===== src/rtl/wb_pkg.sv =====
// Writeback arbitration shared types and constants.
// WB_BYPASS_EN (in wb_arbiter) enables GPR forwarding of the in-flight write.
package wb_pkg;
  localparam int NSRC      = 3;
  localparam int RR_W      = 2;
  localparam int SRC_ALU   = 0;
  localparam int SRC_MEM   = 1;
  localparam int SRC_FPU   = 2;
  localparam int WB_DATA_W = 32;
  localparam int WB_REG_AW = 5;

  typedef struct packed {
    logic [WB_REG_AW-1:0] wreg;
    logic [WB_DATA_W-1:0] wdata;
    logic                 w_en;
    logic                 w_byte;
  } wb_wr_t;

  function automatic logic [RR_W-1:0] rr_next(
    input logic [RR_W-1:0] i
  );
    return (i == RR_W'(NSRC - 1)) ? '0 : i + 1'b1;
  endfunction
endpackage


===== src/rtl/wb_rr_arb.sv =====
// 3-way round-robin arbiter: one-hot grant, pointer
// moves to the slot after the winner.
module wb_rr_arb
  import wb_pkg::*;
(
  input  logic            clk,
  input  logic            rst,
  input  logic [NSRC-1:0] i_req,
  output logic [NSRC-1:0] o_gnt
);
  logic [RR_W-1:0] r_ptr;
  logic [RR_W-1:0] w_idx;
  logic [RR_W-1:0] w_win;
  logic            w_hit;

  always_comb begin
    o_gnt = '0;
    w_hit = 1'b0;
    w_win = r_ptr;
    w_idx = r_ptr;
    for (int k = 0; k < NSRC; k++) begin
      if (!w_hit && !rst && i_req[w_idx]) begin
        o_gnt[w_idx] = 1'b1;
        w_hit        = 1'b1;
        w_win        = w_idx;
      end
      w_idx = rr_next(w_idx);
    end
  end

  always_ff @(posedge clk) begin
    if (rst) begin
      r_ptr <= '0;
    end else if (w_hit) begin
      r_ptr <= rr_next(w_win);
    end
  end
endmodule


===== src/rtl/wb_arbiter.sv =====
// Writeback stage: round-robin GPR/FPR write arbitration.
// WB_BYPASS_EN adds combinational GPR read forwarding.
module wb_arbiter
  import wb_pkg::*;
#(
  parameter int DATA_W = WB_DATA_W,
  parameter int REG_AW = WB_REG_AW
) (
  input  logic                   clk,
  input  logic                   rst,
  input  logic [NSRC-1:0]        src_valid,
  input  logic [NSRC-1:0]        src_fp,
  input  logic [NSRC-1:0]        src_byte,
  input  logic [NSRC*REG_AW-1:0] src_rd,
  input  logic [NSRC*DATA_W-1:0] src_data,
  output logic [NSRC-1:0]        src_ready,
  output logic [REG_AW-1:0]      gpr_wreg,
  output logic [DATA_W-1:0]      gpr_wdata,
  output logic                   gpr_w_en,
  output logic                   gpr_w_byte,
  output logic [REG_AW-1:0]      fpr_wreg,
  output logic [DATA_W-1:0]      fpr_wdata,
  output logic                   fpr_w_en,
  output logic                   fpr_w_byte,
  output logic                   busy
`ifdef WB_BYPASS_EN
  ,
  input  logic [REG_AW-1:0]      gpr_rreg1,
  input  logic [REG_AW-1:0]      gpr_rreg2,
  input  logic [DATA_W-1:0]      gpr_rdata1_in,
  input  logic [DATA_W-1:0]      gpr_rdata2_in,
  output logic [DATA_W-1:0]      gpr_rdata1_out,
  output logic [DATA_W-1:0]      gpr_rdata2_out
`endif
);
  logic [NSRC-1:0] w_req_g;
  logic [NSRC-1:0] w_req_f;
  logic [NSRC-1:0] w_gnt_g;
  logic [NSRC-1:0] w_gnt_f;
  wb_wr_t          w_nxt_g;
  wb_wr_t          w_nxt_f;
  wb_wr_t          r_gpr;
  wb_wr_t          r_fpr;

  assign w_req_g = src_valid & ~src_fp;
  assign w_req_f = src_valid & src_fp;

  wb_rr_arb u_arb_gpr (
    .clk   (clk),
    .rst   (rst),
    .i_req (w_req_g),
    .o_gnt (w_gnt_g)
  );

  wb_rr_arb u_arb_fpr (
    .clk   (clk),
    .rst   (rst),
    .i_req (w_req_f),
    .o_gnt (w_gnt_f)
  );

  assign src_ready = w_gnt_g | w_gnt_f;

  // Index/data hold across idle cycles; only w_en drops.
  always_comb begin
    w_nxt_g      = r_gpr;
    w_nxt_f      = r_fpr;
    w_nxt_g.w_en = 1'b0;
    w_nxt_f.w_en = 1'b0;
    for (int i = 0; i < NSRC; i++) begin
      if (w_gnt_g[i]) begin
        w_nxt_g.wreg   = src_rd[i*REG_AW +: REG_AW];
        w_nxt_g.wdata  = src_data[i*DATA_W +: DATA_W];
        w_nxt_g.w_byte = src_byte[i];
        w_nxt_g.w_en   = |src_rd[i*REG_AW +: REG_AW];
      end
      if (w_gnt_f[i]) begin
        w_nxt_f.wreg   = src_rd[i*REG_AW +: REG_AW];
        w_nxt_f.wdata  = src_data[i*DATA_W +: DATA_W];
        w_nxt_f.w_byte = src_byte[i];
        w_nxt_f.w_en   = 1'b1;
      end
    end
  end

  always_ff @(posedge clk) begin
    if (rst) begin
      r_gpr <= '0;
      r_fpr <= '0;
    end else begin
      r_gpr <= w_nxt_g;
      r_fpr <= w_nxt_f;
    end
  end

  assign gpr_wreg   = r_gpr.wreg;
  assign gpr_wdata  = r_gpr.wdata;
  assign gpr_w_en   = r_gpr.w_en;
  assign gpr_w_byte = r_gpr.w_byte;
  assign fpr_wreg   = r_fpr.wreg;
  assign fpr_wdata  = r_fpr.wdata;
  assign fpr_w_en   = r_fpr.w_en;
  assign fpr_w_byte = r_fpr.w_byte;
  assign busy       = r_gpr.w_en | r_fpr.w_en;

`ifdef WB_BYPASS_EN
  function automatic logic [DATA_W-1:0] fwd(
    input logic [REG_AW-1:0] rreg,
    input logic [DATA_W-1:0] rin
  );
    if (!(r_gpr.w_en && r_gpr.wreg == rreg)) return rin;
    if (r_gpr.w_byte) return {rin[DATA_W-1:8], r_gpr.wdata[7:0]};
    return r_gpr.wdata;
  endfunction

  assign gpr_rdata1_out = fwd(gpr_rreg1, gpr_rdata1_in);
  assign gpr_rdata2_out = fwd(gpr_rreg2, gpr_rdata2_in);
`endif
endmodule


===== config.mk =====
export PLATFORM = sky130hd
export DESIGN_NAME = wb_arbiter
export DESIGN_NICKNAME = d
export VERILOG_FILES = /design/src/rtl/wb_pkg.sv /design/src/rtl/wb_rr_arb.sv /design/src/rtl/wb_arbiter.sv
export SDC_FILE = /design/constraint.sdc
export NUM_CORES = 1
export LEC_CHECK = 0
export ABC_AREA = 0
export CAP_MARGIN = 25
export CORE_MARGIN = 8
export CORE_UTILIZATION = 38
export DETAILED_ROUTE_END_ITERATION = 8
export GPL_TIMING_DRIVEN = 0
export HOLD_SLACK_MARGIN = 0.05
export PLACE_DENSITY = 0.76
export RECOVER_POWER = 100
export SYNTH_ARGS = -nofsm -noshare
export SYNTH_HDL_FRONTEND = slang
export SYNTH_SLANG_ARGS = --single-unit

===== constraint.sdc =====
create_clock -name clk -period 1.7 [get_ports clk]
set_input_delay 0.255 -clock clk [delete_from_list [all_inputs] [get_ports clk]]
set_output_delay 0.255 -clock clk [all_outputs]
set_load 0.01 [all_outputs]

==> flow_metrics.tcl <==
set metrics [dict create \
    violations "negative setup slack" \
    synthesis.instances 510 \
    clkTransAtPathRegs_ns 0.06 \
    design.final.nets 867 \
    initial_cell_density_of_the_core_pct 38.41 \
    hold_depth 3 \
    grt_pass1_wl_um 32450 \
    synth.distinct_cells 52 \
    ant_nets 0 \
    min-delay-start "src_valid[0]" \
    ctsHtreeMaxLevel 3 \
    min-delay-path-class "input pin to flip-flop" \
    rsz_0062_raised_after_global_routing "true" \
    post_drt_via_cell_ratio 6.384 \
    fp.dieArea_sq_mm 0.01569 \
    synth.avg_cell_area_sq_um 8.896 \
    timing.setup.tns_ns -3.514 \
    synth-seq-area-share_pct 36.18 \
    grt_overflow_total 0 \
    timing.final.max_slew_violations 0 \
    width_of_the_die_um 125.3 \
    cts_tree "built" \
    detail_route.wirelength_um 22290 \
    n_fill_cell 924 \
    power_leakage_nw 2.868 \
    r2r.worst_path.cells 8 \
    critical_path_peak_fanout 5 \
    placement.setup.worst_slack_ns -1.412 \
    synth_seq_cells 82 \
    netlist_top_cells_area "sky130_fd_sc_hd__dfxtp_1 (36%), sky130_fd_sc_hd__a311oi_2 (7.9%), sky130_fd_sc_hd__a32oi_1 (7.1%), sky130_fd_sc_hd__o221ai_1 (7.1%), sky130_fd_sc_hd__o32ai_1 (7.1%)" \
    yosys.area.top_type_share_pct 36.18 \
    initialDrtViolationCount 669 \
    ys.warnings.count 0 \
    worstPathArrival_ns 1.75 \
    syn_to_final_growth_pct 74.60 \
    timing.fmax_ghz 0.4992 \
    mappedNetlistArea_sq_mm 0.004537 \
    antenna-diode-count 0 \
    core.rowCount 40 \
    finClkSkew_ns 0.006512 \
    number_of_global_route_vias_before_repair 5761 \
    num_vias 5726 \
    power.density_mw_per_mm2 781.1 \
    grt_start_max_net_pins 14 \
    core_sq_mm 0.01181 \
    gpl.final_weighted_congestion 0.9359 \
    critical_path.reg2reg.startpoint "u_arb_gpr.r_ptr[1]" \
    timing.max_slew.rel_slack_pct 43.93 \
    ir_worst_vdd_v 0.0004440 \
    worst_setup_path_start_kind "flip-flop" \
    clock_tree.buffer_depth 2 \
    crit_path_start "u_arb_gpr.r_ptr[0]" \
    gr-usage-all-layers_pct 25.80 \
    outcome "complete, but fails checks" \
    first_pass_iteration_count_of_the_detailed_router 5 \
    final_hold_viol_count 0 \
    timing.final.setup_violations 40 \
    timing.critical_path.to_type "primary output" \
    post-dp-hpwl_um 15030 \
    routed_wire_length_per_instance_um 24.85 \
    clock_insertion_delay_worst_skew_ns 0.35 \
    critical_path_required_ns 1.44 \
    numCtsBuffers 9 \
    timing.max_cap.violations 0 \
    remaining_drc_errors 0 \
    antenna_found_initial 0 \
    most_common_cell_after_layout_fill_and_taps_aside "sky130_fd_sc_hd__clkdlybuf4s50_1" \
    most-common-layout-cells "sky130_fd_sc_hd__clkdlybuf4s50_1 (193), sky130_fd_sc_hd__dfxtp_1 (78), sky130_fd_sc_hd__nand2_1 (51)" \
    post-route-worst-setup-slack_ns -0.3032 \
    finalCritPeriodShare_pct 117.8 \
    io-pin-count 204 \
    tightest_slew_ns 0.8411 \
    chipHeight_um 125.3 \
    tritoncts_num_sinks 82 \
    synthDominantAreaCellType "sky130_fd_sc_hd__dfxtp_1" \
    share_of_final_layout_standard_cells_stronger_than_drive_strength_1_pct 27.47 \
    crit_type "flip-flop to primary output" \
    layout_min_cycle_time_ns 2.003 \
    cts_root_buf "sky130_fd_sc_hd__clkbuf_16" \
    port_buffers 200 \
    mappedNetlistNets 632 \
]
[power breakdown]
part	internal, W	leakage (nW)	switching, W
Clock	0.00118	0.149	0.000847
Sequential	0.00211	0.683	0.000127
Combinational	0.00102	2.04	0.000910
Total	0.00430	2.87	0.00189
[state kept, by name, summed over array words and instances (netlist names)]
name             cells
fpr_wdata           32
gpr_wdata           32
fpr_wreg             5
gpr_wreg             5
u_arb_fpr.r_ptr      2
u_arb_gpr.r_ptr      2
fpr_w_byte           1
fpr_w_en             1
gpr_w_byte           1
gpr_w_en             1
[final timing paths]
check                       end  slack (ns)
max reg2reg        gpr_wdata[3]       -0.24
max                src_ready[2]       -0.30
min reg2reg          gpr_w_byte        0.53
min          u_arb_fpr.r_ptr[0]        0.25
[layout make-up]
| cell class | count | area, sq um | share of cell area, % |
|---|---|---|---|
| multi-input cells | 327 | 2823 | 35.63 |
| repair buffers | 224 | 2260 | 28.53 |
| flip-flops and latches | 82 | 1657 | 20.91 |
| plain buffers | 59 | 544.3 | 6.871 |
| clock buffers | 11 | 242.7 | 3.064 |
| well taps | 147 | 183.9 | 2.322 |
| inverters | 42 | 157.7 | 1.990 |
| clock inverters | 5 | 53.80 | 0.6792 |
[through the flow]
stage / area, sq um / util [%] / std cells / total power [W] / hold WS [ns]
after floorplan: 4613 / - / 510 / 0.002958 / 0.3710
after detailed placement: 6799 / 57.56 / 857 / 0.003911 / 0.5160
after global placement: 6799 / 57.56 / 857 / 0.003876 / 0.5070
after CTS: 7517 / 63.64 / 889 / 0.006008 / 0.2423
after global routing: 7921 / 67.07 / 897 / 0.006339 / 0.2925
final: 7921 / 67.07 / 897 / 0.006188 / 0.2487
[kinds of logic (layout without fill, tap and decap cells)]
logic type             after synthesis  after routing  share of synthesized area (%)
AOI/OAI and AO/OA                  176            176                          36.68
and+or+nand+nor                    151            151                          16.02
DFF                                 82             82                          36.18
buffers and inverters              101            341                          11.11
[critical path: stages, from the launching register on]
cell and delay (ns):
sky130_fd_sc_hd__dfxtp_4 0.36, sky130_fd_sc_hd__or3b_4 0.40, sky130_fd_sc_hd__a21oi_4 0.15, sky130_fd_sc_hd__clkbuf_8 0.15, sky130_fd_sc_hd__nand2b_4 0.12, sky130_fd_sc_hd__a21oi_2 0.05, sky130_fd_sc_hd__buf_2 0.17
[timing repair]
action | in CTS | in global routing
pin swaps | 7 | 23
cloned | 0 | 3
gates resized for setup | 111 | 85
hold buffers | 0 | 0
setup endpoints to repair | 82 | 69
setup buffers | 16 | 5
[synthesized netlist by cell type (all sizes together)]
cell,n
nor3,1
a2bb2oi,1
or2,3
a41oi,2
a2111oi,2
or4,2
a311oi,38
o21ai,2
nor2b,1
and3,1
a221oi,2
a32oi,37
or3,1
or3b,2
dfxtp,82
a21oi,4
nor4,1
a22o,2
and3b,1
a21o,3
inv,42
nand2b,5
and4b,1
o221ai,37
nor4b,1
dlygate4sd1,1
o32ai,37
nand3,41
nor2,8
nand2,79
a31oi,4
o211ai,1
buf,18
nand3b,1
o41ai,1
clkbuf,40
and2,1
a211o,1
o211a,2
and4bb,1
[per-layer routing]
metal / GRT usage (%) / vias up / wire [um]
met5: 0 / - / 0
met2: 43.14 / 419 / 10810
met1: 30.65 / 2729 / 8392
met4: 11.89 / 0 / 922
li1: - / 2484 / -
met3: 6.205 / 94 / 2163
Note: power is estimated with default switching activity, not from simulation.
